===== src/rtl/fpll_reconfig_pkg.sv =====
`default_nettype none
// ============================================================================
// Module      : fpll_reconfig_pkg
// Description : Shared state encoding, status codes and default widths for
//               the fPLL reconfiguration master.
// Revision    : 1.0 - initial release
// ============================================================================
package fpll_reconfig_pkg;

  localparam int c_DEF_ADDR_W       = 9;
  localparam int c_DEF_DATA_W       = 8;
  localparam int c_DEF_READ_LATENCY = 2;
  localparam int c_DEF_LOCK_STABLE  = 16;
  localparam int c_DEF_LOCK_TIMEOUT = 65535;

  typedef enum logic [2:0] {
    S_IDLE      = 3'd0,
    S_RD        = 3'd1,
    S_RD_WAIT   = 3'd2,
    S_WR        = 3'd3,
    S_LOCK_WAIT = 3'd4,
    S_RESP      = 3'd5
  } state_t;

  localparam logic [1:0] ST_OK      = 2'b00;
  localparam logic [1:0] ST_LOCK_TO = 2'b01;

endpackage
`default_nettype wire


===== src/rtl/fpll_lock_monitor.sv =====
`default_nettype none
// ============================================================================
// Module      : fpll_lock_monitor
// Description : Lock synchronizer with stable-run and saturating timeout
//               counters, active only while started.
// Revision    : 1.0 - initial release
// ============================================================================
module fpll_lock_monitor #(
  parameter int LOCK_STABLE  = 16,
  parameter int LOCK_TIMEOUT = 65535
) (
  input  logic i_clk,
  input  logic i_rst_n,
  input  logic i_start,
  input  logic i_clear,
  input  logic i_lock,
  output logic o_done,
  output logic o_timeout
);

  localparam int c_RUN_W = $clog2(LOCK_STABLE + 1);
  localparam int c_CYC_W = $clog2(LOCK_TIMEOUT + 1);
  localparam logic [c_RUN_W-1:0] c_RUN_LAST = c_RUN_W'(LOCK_STABLE - 1);
  localparam logic [c_RUN_W-1:0] c_RUN_MAX  = c_RUN_W'(LOCK_STABLE);
  localparam logic [c_CYC_W-1:0] c_CYC_LAST = c_CYC_W'(LOCK_TIMEOUT - 1);
  localparam logic [c_CYC_W-1:0] c_CYC_MAX  = c_CYC_W'(LOCK_TIMEOUT);

  logic               r_sync1;
  logic               r_sync2;
  logic [c_RUN_W-1:0] r_run;
  logic [c_CYC_W-1:0] r_cyc;

  // Synchronizer is flushed on clear so every wait pays the full 2-cycle delay.
  always_ff @(posedge i_clk or negedge i_rst_n) begin
    if (!i_rst_n) begin
      r_sync1 <= 1'b0;
      r_sync2 <= 1'b0;
      r_run   <= '0;
      r_cyc   <= '0;
    end else if (i_clear) begin
      r_sync1 <= 1'b0;
      r_sync2 <= 1'b0;
      r_run   <= '0;
      r_cyc   <= '0;
    end else if (i_start) begin
      r_sync1 <= i_lock;
      r_sync2 <= r_sync1;
      if (!r_sync2) begin
        r_run <= '0;
      end else if (r_run != c_RUN_MAX) begin
        r_run <= r_run + 1'b1;
      end
      if (r_cyc != c_CYC_MAX) begin
        r_cyc <= r_cyc + 1'b1;
      end
    end
  end

  // Both flags describe the current cycle, letting the FSM leave on the edge
  // that completes the run or the timeout window.
  assign o_done    = r_sync2 && (r_run >= c_RUN_LAST);
  assign o_timeout = (r_cyc >= c_CYC_LAST);

endmodule
`default_nettype wire


===== src/rtl/fpll_reconfig_master.sv =====
`default_nettype none
// ============================================================================
// Module      : fpll_reconfig_master
// Description : Byte-wide read-modify-write initiator for the fPLL Avalon-MM
//               reconfiguration port, with optional lock wait.
// Revision    : 1.0 - initial release
// ============================================================================
module fpll_reconfig_master
  import fpll_reconfig_pkg::*;
#(
  parameter int ADDR_W       = c_DEF_ADDR_W,
  parameter int DATA_W       = c_DEF_DATA_W,
  parameter int READ_LATENCY = c_DEF_READ_LATENCY,
  parameter int LOCK_STABLE  = c_DEF_LOCK_STABLE,
  parameter int LOCK_TIMEOUT = c_DEF_LOCK_TIMEOUT
) (
  input  logic              avmmclk,
  input  logic              avmmrstn,
  input  logic              cmd_valid,
  output logic              cmd_ready,
  input  logic [ADDR_W-1:0] cmd_addr,
  input  logic [DATA_W-1:0] cmd_mask,
  input  logic [DATA_W-1:0] cmd_data,
  input  logic              cmd_last,
  output logic              rsp_valid,
  output logic [DATA_W-1:0] rsp_rdata,
  output logic [1:0]        rsp_status,
  output logic              busy,
  output logic [ADDR_W-1:0] avmmaddress,
  output logic              avmmread,
  output logic              avmmwrite,
  output logic [DATA_W-1:0] avmmwritedata,
  input  logic [DATA_W-1:0] avmmreaddata,
  input  logic              lock
);

  localparam logic [3:0] c_LAT_LAST = 4'(READ_LATENCY - 1);

  state_t            r_state;
  logic [3:0]        r_lat_cnt;
  logic [DATA_W-1:0] r_mask;
  logic [DATA_W-1:0] r_data;
  logic [DATA_W-1:0] r_rd;
  logic              r_last;
  logic              r_cmd_ready;
  logic              r_rsp_valid;
  logic [DATA_W-1:0] r_rsp_rdata;
  logic [1:0]        r_rsp_status;
  logic              r_busy;
  logic [ADDR_W-1:0] r_avmmaddress;
  logic              r_avmmread;
  logic              r_avmmwrite;
  logic [DATA_W-1:0] r_avmmwritedata;
  logic              w_in_lock;
  logic              w_lock_done;
  logic              w_lock_to;

  assign w_in_lock = (r_state == S_LOCK_WAIT);

  fpll_lock_monitor #(
    .LOCK_STABLE  (LOCK_STABLE),
    .LOCK_TIMEOUT (LOCK_TIMEOUT)
  ) u_lock_monitor (
    .i_clk     (avmmclk),
    .i_rst_n   (avmmrstn),
    .i_start   (w_in_lock),
    .i_clear   (!w_in_lock),
    .i_lock    (lock),
    .o_done    (w_lock_done),
    .o_timeout (w_lock_to)
  );

  always_ff @(posedge avmmclk or negedge avmmrstn) begin
    if (!avmmrstn) begin
      r_state         <= S_IDLE;
      r_lat_cnt       <= '0;
      r_mask          <= '0;
      r_data          <= '0;
      r_rd            <= '0;
      r_last          <= 1'b0;
      r_cmd_ready     <= 1'b0;
      r_rsp_valid     <= 1'b0;
      r_rsp_rdata     <= '0;
      r_rsp_status    <= ST_OK;
      r_busy          <= 1'b0;
      r_avmmaddress   <= '0;
      r_avmmread      <= 1'b0;
      r_avmmwrite     <= 1'b0;
      r_avmmwritedata <= '0;
    end else begin
      r_avmmread  <= 1'b0;
      r_avmmwrite <= 1'b0;
      r_rsp_valid <= 1'b0;
      case (r_state)
        S_IDLE: begin
          r_cmd_ready <= 1'b1;
          if (cmd_valid && r_cmd_ready) begin
            r_mask          <= cmd_mask;
            r_data          <= cmd_data;
            r_last          <= cmd_last;
            r_rd            <= '0;
            r_avmmaddress   <= cmd_addr;
            r_avmmwritedata <= cmd_data;
            r_cmd_ready     <= 1'b0;
            r_busy          <= 1'b1;
            if (&cmd_mask) begin
              r_state     <= S_WR;
              r_avmmwrite <= 1'b1;
            end else begin
              r_state    <= S_RD;
              r_avmmread <= 1'b1;
            end
          end
        end
        S_RD: begin
          r_state   <= S_RD_WAIT;
          r_lat_cnt <= '0;
        end
        S_RD_WAIT: begin
          if (r_lat_cnt == c_LAT_LAST) begin
            r_rd <= avmmreaddata;
            if (r_mask == '0) begin
              if (r_last) begin
                r_state <= S_LOCK_WAIT;
              end else begin
                r_state      <= S_RESP;
                r_rsp_valid  <= 1'b1;
                r_rsp_rdata  <= avmmreaddata;
                r_rsp_status <= ST_OK;
              end
            end else begin
              r_state         <= S_WR;
              r_avmmwrite     <= 1'b1;
              r_avmmwritedata <= (avmmreaddata & ~r_mask) | (r_data & r_mask);
            end
          end else begin
            r_lat_cnt <= r_lat_cnt + 4'd1;
          end
        end
        S_WR: begin
          if (r_last) begin
            r_state <= S_LOCK_WAIT;
          end else begin
            r_state      <= S_RESP;
            r_rsp_valid  <= 1'b1;
            r_rsp_rdata  <= r_rd;
            r_rsp_status <= ST_OK;
          end
        end
        S_LOCK_WAIT: begin
          // A run completing on the timeout cycle still reports success.
          if (w_lock_done || w_lock_to) begin
            r_state      <= S_RESP;
            r_rsp_valid  <= 1'b1;
            r_rsp_rdata  <= r_rd;
            r_rsp_status <= w_lock_done ? ST_OK : ST_LOCK_TO;
          end
        end
        S_RESP: begin
          r_state     <= S_IDLE;
          r_busy      <= 1'b0;
          r_cmd_ready <= 1'b1;
        end
        default: begin
          r_state     <= S_IDLE;
          r_busy      <= 1'b0;
          r_cmd_ready <= 1'b0;
        end
      endcase
    end
  end

  assign cmd_ready     = r_cmd_ready;
  assign rsp_valid     = r_rsp_valid;
  assign rsp_rdata     = r_rsp_rdata;
  assign rsp_status    = r_rsp_status;
  assign busy          = r_busy;
  assign avmmaddress   = r_avmmaddress;
  assign avmmread      = r_avmmread;
  assign avmmwrite     = r_avmmwrite;
  assign avmmwritedata = r_avmmwritedata;

endmodule
`default_nettype wire


===== config.mk =====
export PLATFORM = sky130hd
export DESIGN_NAME = fpll_reconfig_master
export DESIGN_NICKNAME = d
export VERILOG_FILES = /design/src/rtl/fpll_reconfig_pkg.sv /design/src/rtl/fpll_lock_monitor.sv /design/src/rtl/fpll_reconfig_master.sv
export SDC_FILE = /design/constraint.sdc
export NUM_CORES = 1
export LEC_CHECK = 0
export ABC_AREA = 1
export CAP_MARGIN = 25
export CORE_MARGIN = 2
export CORE_UTILIZATION = 55
export CTS_CLUSTER_DIAMETER = 50
export CTS_CLUSTER_SIZE = 40
export DETAILED_ROUTE_END_ITERATION = 12
export DONT_BUFFER_PORTS = 1
export GPL_TIMING_DRIVEN = 0
export PLACE_DENSITY = 0.7
export SLEW_MARGIN = 10
export SYNTH_ARGS = -nofsm -noshare
export SYNTH_HDL_FRONTEND = slang
export SYNTH_HIERARCHICAL = 1
export SYNTH_SLANG_ARGS = --single-unit

===== constraint.sdc =====
create_clock -name avmmclk -period 2.5 [get_ports avmmclk]
set_clock_uncertainty 0.2 [all_clocks]
set_input_delay 0.25 -clock avmmclk [delete_from_list [all_inputs] [get_ports avmmclk]]
set_output_delay 0.25 -clock avmmclk [all_outputs]
set_load 0.01 [all_outputs]

==> run_results.csv, run 1 <==
group,metric,value,unit
job,maxCapViolations,0,
worst_setup_path,required,2.56,ns
detailed_routing,vias,3967,
timing,hold_violations,0,
timing,setup_tns,0,ns
placement,post-dp-hpwl,6985,um
floorplanning,start_util,0.5583,
timing,min_period,2.332,ns
grt,first_global_vias,3712,
timing,report.final.slew_viol_count,0,
clocking,cts_buffer_depth,2,
floorplanning,die_h,94.64,um
finish,drive_above_1_share,0.1252,
yosys,synthDistinctLibCells,33,
clocking,clkLatencyLatePin,0.36,ns
detailed_routing,viasPerCell,5.332,
worst_setup_path,crit_fanout,10,
detailed_routing,drc_errors,0,
yosys,syn-cell-area,4518,um2
clocking,numCtsBuffers,9,
detailed_routing,detail-route-antenna-nets,0,
grt,grt_first_pass_wirelength,17380,um
yosys,yosysSeqAreaShare,0.4763,
yosys,synth-adder-area-share,0.01939,
placement,port_buffers,0,
yosys,synthCells,582,
floorplanning,ios,70,
floorplanning,die_area,8956,um2
hold_path,hold_path.class,"in2reg",
timing,timing.fmax,428.8,MHz
yosys,synth_top_area_cell,"dfrtp_1",
yosys,muxShareOfSynthArea,0,
clocking,cts_tree,"done",
worst_setup_path,critPathArrivalTime,2.40,ns
run_status,outcome,"complete, no violations",
yosys,synth_compound_area_frac,0.09056,
grt,antenna_found_initial,0,
yosys,synth_area_leaders,"dfrtp_1 (48%), nand2_1 (17%), nand3_1 (8.2%), o21ai_0 (4.7%), inv_1 (3.8%)",
finish,final_nets,679,
clocking,cts.repair.resized,0,
floorplanning,rows,33,
timing,rsz0062_at_grt,"no",
yosys,synth_warnings,6,
floorplanning,core-area,8093,um2
power,p_per_area,949.7,nW/um2
yosys,syn-num-nets,627,
power,vdd_drop_max,629.9,uV
placement,dpl_worst_slack,0.08356,ns
timing,period_share,0.9329,
yosys,synth_top_family_by_area,"simple AND/OR/NAND/NOR gates",
worst_setup_path,start_kind,"flip-flop",
yosys,ys_ff_latch,86,
placement,gp_congestion,0.8720,
detailed_routing,drtPass1Iterations,4,
clocking,clk_pin_slew,0.09,ns
power,leakagePower,2.643,nW
worst_setup_path,critPathKind,"reg2reg",
grt,grt_max_degree,87,
clocking,clock_sinks,86,
grt,overflow,0,
worst_setup_path,critPathCaptureType,"flip-flop",
grt,grt_usage,0.2472,
yosys,yosys.area_share.simple,0.3392,
yosys,avgSynthCellArea,7.763,um2
detailed_routing,drt_wl_total,10120,um
detailed_routing,drtIter0Drc,180,
clocking,htree_num_levels,3,
yosys,synth-xor-area-share,0.007754,
finish,syn_to_final_growth,16.92,%
timing,setup_viol,0,
timing,fin_ws,0.1677,ns
yosys,yosysTopAreaCellShare,0.4763,
finish,antennaDiodeCount,0,
detailed_routing,routedWlPerCell,13.61,um
floorplanning,die_w,94.64,um
clocking,clock-root-buffer,"clkbuf_8",
-- per-layer routing --
layer,track usage,share of wire,up-vias
met5,0,0,-
met4,0.08575,0.015,0
met3,0.05347,0.056,12
met2,0.3582,0.45,102
met1,0.3665,0.48,1879
li1,-,-,1974
-- worst max-delay path, stage by stage (launching register included) --
cell and delay (ns):
dfrtp_1 0.42, ha_1 0.23, nand2_1 0.09, nor2_1 0.05, ha_1 0.17, nor3_1 0.16
nor2_1 0.07, or2_2 0.31, a21oi_4 0.26, nand2_4 0.13, nand2_1 0.09, nand2_1 0.05
-- Yosys cell counts (all sizes together) --
| cell | instances |
|---|---|
| nand4 | 6 |
| nor3 | 5 |
| buf | 14 |
| xor2 | 3 |
| ha | 7 |
| conb | 1 |
| nand3b | 1 |
| clkinv | 1 |
| o22ai | 2 |
| xnor2 | 1 |
| clkbuf | 1 |
| or2 | 2 |
| nor2 | 40 |
| o21ai | 57 |
| nor4 | 1 |
| nand3 | 76 |
| o21bai | 3 |
| dfrtp | 86 |
| a21oi | 5 |
| nand2 | 216 |
| inv | 53 |
| o21a | 1 |
-- stage by stage --
step	hold WS, ns	instance area [um2]	total power [mW]	util	cells
floorplan	-0.2456	4518	3.491	-	582
global placement	-0.2423	4649	3.839	0.5745	687
detailed placement	-0.2420	4649	3.911	0.5745	687
CTS	0.002759	5240	5.008	0.6475	740
global route	0.01688	5283	5.440	0.6528	744
finish	0.01195	5283	5.017	0.6528	744
-- sequential cells by signal, indices dropped and copies added, names as in the netlist --
signal,count
avmmaddress,9
avmmread,1
avmmwrite,1
avmmwritedata,8
busy,1
cmd_ready,1
r_data,8
r_last,1
r_lat_cnt,4
r_mask,8
r_rd,8
r_state,3
rsp_rdata,8
rsp_status,1
rsp_valid,1
u_lock_monitor/r_cyc,16
u_lock_monitor/r_run,5
u_lock_monitor/r_sync1,1
u_lock_monitor/r_sync2,1
-- repair_timing --
item,CTS,global route
endpoints found under the hold margin,132,0
endpoints found under the setup margin,0,9
hold buffers,37,0
setup buffers,0,4
-- layout make-up --
| type | instances | area [um2] |
|---|---|---|
| Fill cell | 707 | 2810 |
| Multi-Input combinational cell | 427 | 2068 |
| Buffer | 15 | 95.09 |
| Timing Repair Buffer | 41 | 430.4 |
| Sequential cell | 86 | 2152 |
| Inverter | 54 | 202.7 |
| Clock inverter | 7 | 78.83 |
| Tap cell | 105 | 131.4 |
| Clock buffer | 9 | 123.9 |
-- worst paths after layout --
| path | slack (ns) | from | endpoint | cells past startpoint |
|---|---|---|---|---|
| max in group asynchronous | 1.53 | avmmrstn | r_mask[3]$_DFFE_PN0P_ | 2 |
| min | 0.01 | avmmreaddata[0] | rsp_rdata[0]$_DFFE_PN0P_ | 4 |
| min in group asynchronous | 0.24 | avmmrstn | rsp_rdata[7]$_DFFE_PN0P_ | 2 |
| max reg2reg | 0.17 | u_lock_monitor/r_run[0]$_DFFE_PN0P_ | rsp_rdata[0]$_DFFE_PN0P_ | 11 |
| max | 0.17 | u_lock_monitor/r_run[0]$_DFFE_PN0P_ | rsp_rdata[0]$_DFFE_PN0P_ | 11 |
| min reg2reg | 0.28 | u_lock_monitor/r_sync1$_DFFE_PN0P_ | u_lock_monitor/r_sync1$_DFFE_PN0P_ | 2 |
-- cell families after synthesis --
group / Yosys count
AND/OR/NAND/NOR: 347
flip-flops: 86
buffers and inverters: 69
AO/OA/AOI/OAI: 68
adder cells (fa/ha/maj): 7
XOR/XNOR: 4
other: 1
-- layout by cell type, fill, tap and decap left out, types with 6 or more instances in the layout --
cell / count
dlygate4sd3_1: 36
inv_1: 46
o21ai_2: 12
nand3_1: 74
dfrtp_1: 86
inv_2: 7
buf_2: 10
nand2_2: 10
o21ai_0: 42
clkbuf_8: 9
nor2_1: 32
ha_1: 7
nand4_1: 6
nand2_1: 203
-- power breakdown --
group	switching, mW	leakage (nW)	internal [mW]
clock network	0.537	0.105	0.474
logic	1.11	1.42	0.603
registers	0.452	1.12	1.84
No activity file was read; power rests on OpenSTA's default activity.
==> run 2, diff against run 1 <==
- CELL_PAD_IN_SITES_DETAIL_PLACEMENT: not set -> 1
- CELL_PAD_IN_SITES_GLOBAL_PLACEMENT: not set -> 1
- CORE_UTILIZATION: 55 -> 47
- PLACE_DENSITY: 0.7 -> not set
- PLACE_DENSITY_LB_ADDON: not set -> 0.1
- SETUP_SLACK_MARGIN: not set -> 0.05
==> run 2 against run 1 <==
Register-to-register slack better by 0.06 ns. Wire length up 25%. Core utilization down 8.0 points. Clock power up 7%. Non-clock buffer count down 1. Setup slack better by 0.061 ns. Sequential share of layout area down 0.25 points. Via count up 2.5%. Combinational power up 4%. Sequential cell count unchanged. Total power up 3.1%. Critical path type unchanged. Largest cell class unchanged.
==> run_results.csv, run 2 (synthesis results as in run 1) <==
group,metric,value,unit
clocking,clock-root-buffer,"clkbuf_8",
placement,port_buffers,0,
detailed_routing,wl_met3,542,um
power,vdd_drop_max,725.6,uV
hold_path,hold_path.startpoint,"avmmreaddata[3]",
floorplanning,die_area,10410,um2
worst_setup_path,critPathKind,"reg2reg",
timing,worst_pin_slew,0.4962,ns
job,maxCapViolations,0,
detailed_routing,drtIter0Drc,148,
clocking,numCtsBuffers,9,
detailed_routing,drc_errors,0,
worst_setup_path,critPathCaptureType,"flip-flop",
detailed_routing,viasPerCell,5.307,
hold_path,hold_path.class,"in2reg",
worst_setup_path,crit_fanout,10,
worst_setup_path,crit_buf_inv,0,
placement,gp_congestion,0.8010,
worst_setup_path,r2r-end,"rsp_rdata[1]$_DFFE_PN0P_",
finish,syn_to_final_growth,17.64,%
finish,largest_register_ffs,16,
clocking,clock_sinks,86,
finish,final_nets,678,
finish,layout_common_cells,"nand2_1 (203), dfrtp_1 (86), nand3_1 (74)",
worst_setup_path,required,2.55,ns
worst_setup_path,crit_family,"simple AND/OR/NAND/NOR gates",
power,p_per_area,973.3,nW/um2
placement,dpl_worst_slack,-0.02535,ns
power,switching_share,0.4208,
timing,hold_violations,0,
timing,period_share,0.9086,
finish,drive_above_1_share,0.1256,
hold_path,whs_path_depth,4,
floorplanning,start_util,0.4867,
worst_setup_path,ff2ff_path_depth,11,
floorplanning,die_h,102.0,um
worst_setup_path,reg2reg_slack,0.23,ns
clocking,cts_tree,"done",
hold_path,hold_path_end,"rsp_rdata[3]$_DFFE_PN0P_",
clocking,clk_pin_slew,0.09,ns
detailed_routing,detail-route-antenna-nets,0,
detailed_routing,drt_wl_total,12610,um
timing,setup_tns,0,ns
grt,grt_max_degree,87,
timing,min_period,2.271,ns
detailed_routing,routedWlPerCell,16.46,um
timing,setup_viol,0,
power,p_switching,2.177,mW
floorplanning,core-area,9284,um2
detailed_routing,dr_wl_met2,6082,um
power,pwr-share-clk,0.209,
worst_setup_path,critPathArrivalTime,2.32,ns
detailed_routing,drtPass1Iterations,4,
timing,report.final.slew_viol_count,0,
worst_setup_path,start_kind,"flip-flop",
worst_setup_path,slowest_stage,"dfrtp_1",
floorplanning,die_w,102.0,um
worst_setup_path,r2r_start,"u_lock_monitor/r_run[0]$_DFFE_PN0P_",
finish,antennaDiodeCount,0,
worst_setup_path,cp_common_cell,"nand2_1",
grt,antenna_found_initial,1,
detailed_routing,wl_met1,5853,um
timing,maxSlewHeadroom,0.6667,
grt,grt_usage,0.2561,
floorplanning,ios,70,
grt,grt_first_pass_wirelength,20700,um
clocking,htree_num_levels,3,
worst_setup_path,path_cells,"ha_2 > nand2_1 > nor2_1 > ha_1 > nor3_2 > nor2_1 > or2_4 > a21oi_4 > nand2_4 > nand2_1 > nand2_1",
worst_setup_path,cpPeakStageDelay,0.43,ns
timing,timing.fmax,440.3,MHz
power,p_comb_frac,0.343,
finish,layout_commonest_cell,"nand2_1",
timing,fin_ws,0.2286,ns
power,p_int,2.996,mW
clocking,cts_buffer_depth,2,
placement,post-dp-hpwl,8598,um
timing,rsz0062_at_grt,"no",
grt,first_global_vias,4311,
grt,overflow,0,
finish,max_flop_register,"u_lock_monitor/r_cyc",
run_status,outcome,"complete, no violations",
detailed_routing,vias,4065,
clocking,clkLatencyLatePin,0.36,ns
power,leakagePower,2.622,nW
power,pwr-share-seq,0.448,
detailed_routing,topRoutingLayerUsed,"met5",
power,total_power,5.173,mW
floorplanning,rows,35,
## run 2: cell count changes in the layout (fill, tap and decap cells not counted), sizes merged
cell      before  now
buf           19   18
bufinv         1    2
clkinv         4    2
clkinvlp       0    3
inv           56   53
## run 2: worst max path at each step
stage                                              from                   endpoint  slack (ns)  cells after the start
finish              u_lock_monitor/r_run[0]$_DFFE_PN0P_   rsp_rdata[1]$_DFFE_PN0P_        0.23                     11
global route        u_lock_monitor/r_run[0]$_DFFE_PN0P_   rsp_rdata[3]$_DFFE_PN0P_        0.10                     11
CTS                 u_lock_monitor/r_run[0]$_DFFE_PN0P_   rsp_rdata[5]$_DFFE_PN0P_        0.05                     11
detailed placement  u_lock_monitor/r_run[0]$_DFFE_PN0P_   rsp_rdata[7]$_DFFE_PN0P_       -0.03                     11
global placement    u_lock_monitor/r_run[0]$_DFFE_PN0P_  rsp_status[0]$_DFFE_PN0P_        0.02                     11
floorplan           u_lock_monitor/r_run[0]$_DFFE_PN0P_   rsp_rdata[0]$_DFFE_PN0P_        0.30                     11
## run 2: cell type report
type | instances | area [um2]
Buffer | 15 | 95.09
Clock buffer | 9 | 123.9
Clock inverter | 6 | 87.58
Fill cell | 1171 | 3969
Inverter | 54 | 202.7
Multi-Input combinational cell | 427 | 2078
Sequential cell | 86 | 2152
Tap cell | 129 | 161.4
Timing Repair Buffer | 40 | 414.1
## run 2: layer usage
layer,GRT usage,up-vias
met4,0.06974,2
met2,0.4297,80
met1,0.3415,2000
li1,-,1972
met5,0,-
met3,0.04925,11
## run 2: power by group through the flow
stage / combinational (mW) / sequential [mW] / clock [mW]
after detailed placement: 1.66 / 2.33 / 0
after CTS: 1.77 / 2.31 / 1.10
final: 1.77 / 2.32 / 1.08
after floorplan: 1.28 / 2.22 / 0
after global placement: 1.58 / 2.31 / 0
after global routing: 2.03 / 2.38 / 1.17
## run 2: worst min-delay path, cell delays in order
cell and delay [ns]:
inv_1 0.08, o21ai_0 0.10, nand2_1 0.07, nand2_1 0.05
## run 2: what timing repair did
| item | 4_1_cts | 5_1_grt |
|---|---|---|
| buffers inserted | 2 | 1 |
| hold buffers | 37 | 0 |
| hold endpoints to repair | 131 | 0 |
| setup endpoints to repair | 10 | 11 |
| pin swaps | 1 | 2 |
| resized for setup | 0 | 4 |
## run 2: through the flow
stage               area (um2)  hold WS, ns    util  instances
finish                    5315      0.01200  0.5725        766
global route              5315      0.02601  0.5725        766
CTS                       5294     0.007592  0.5702        765
detailed placement        4679      -0.2433  0.5040        711
global placement          4679      -0.2426  0.5040        711
floorplan                 4518      -0.2456       -        582
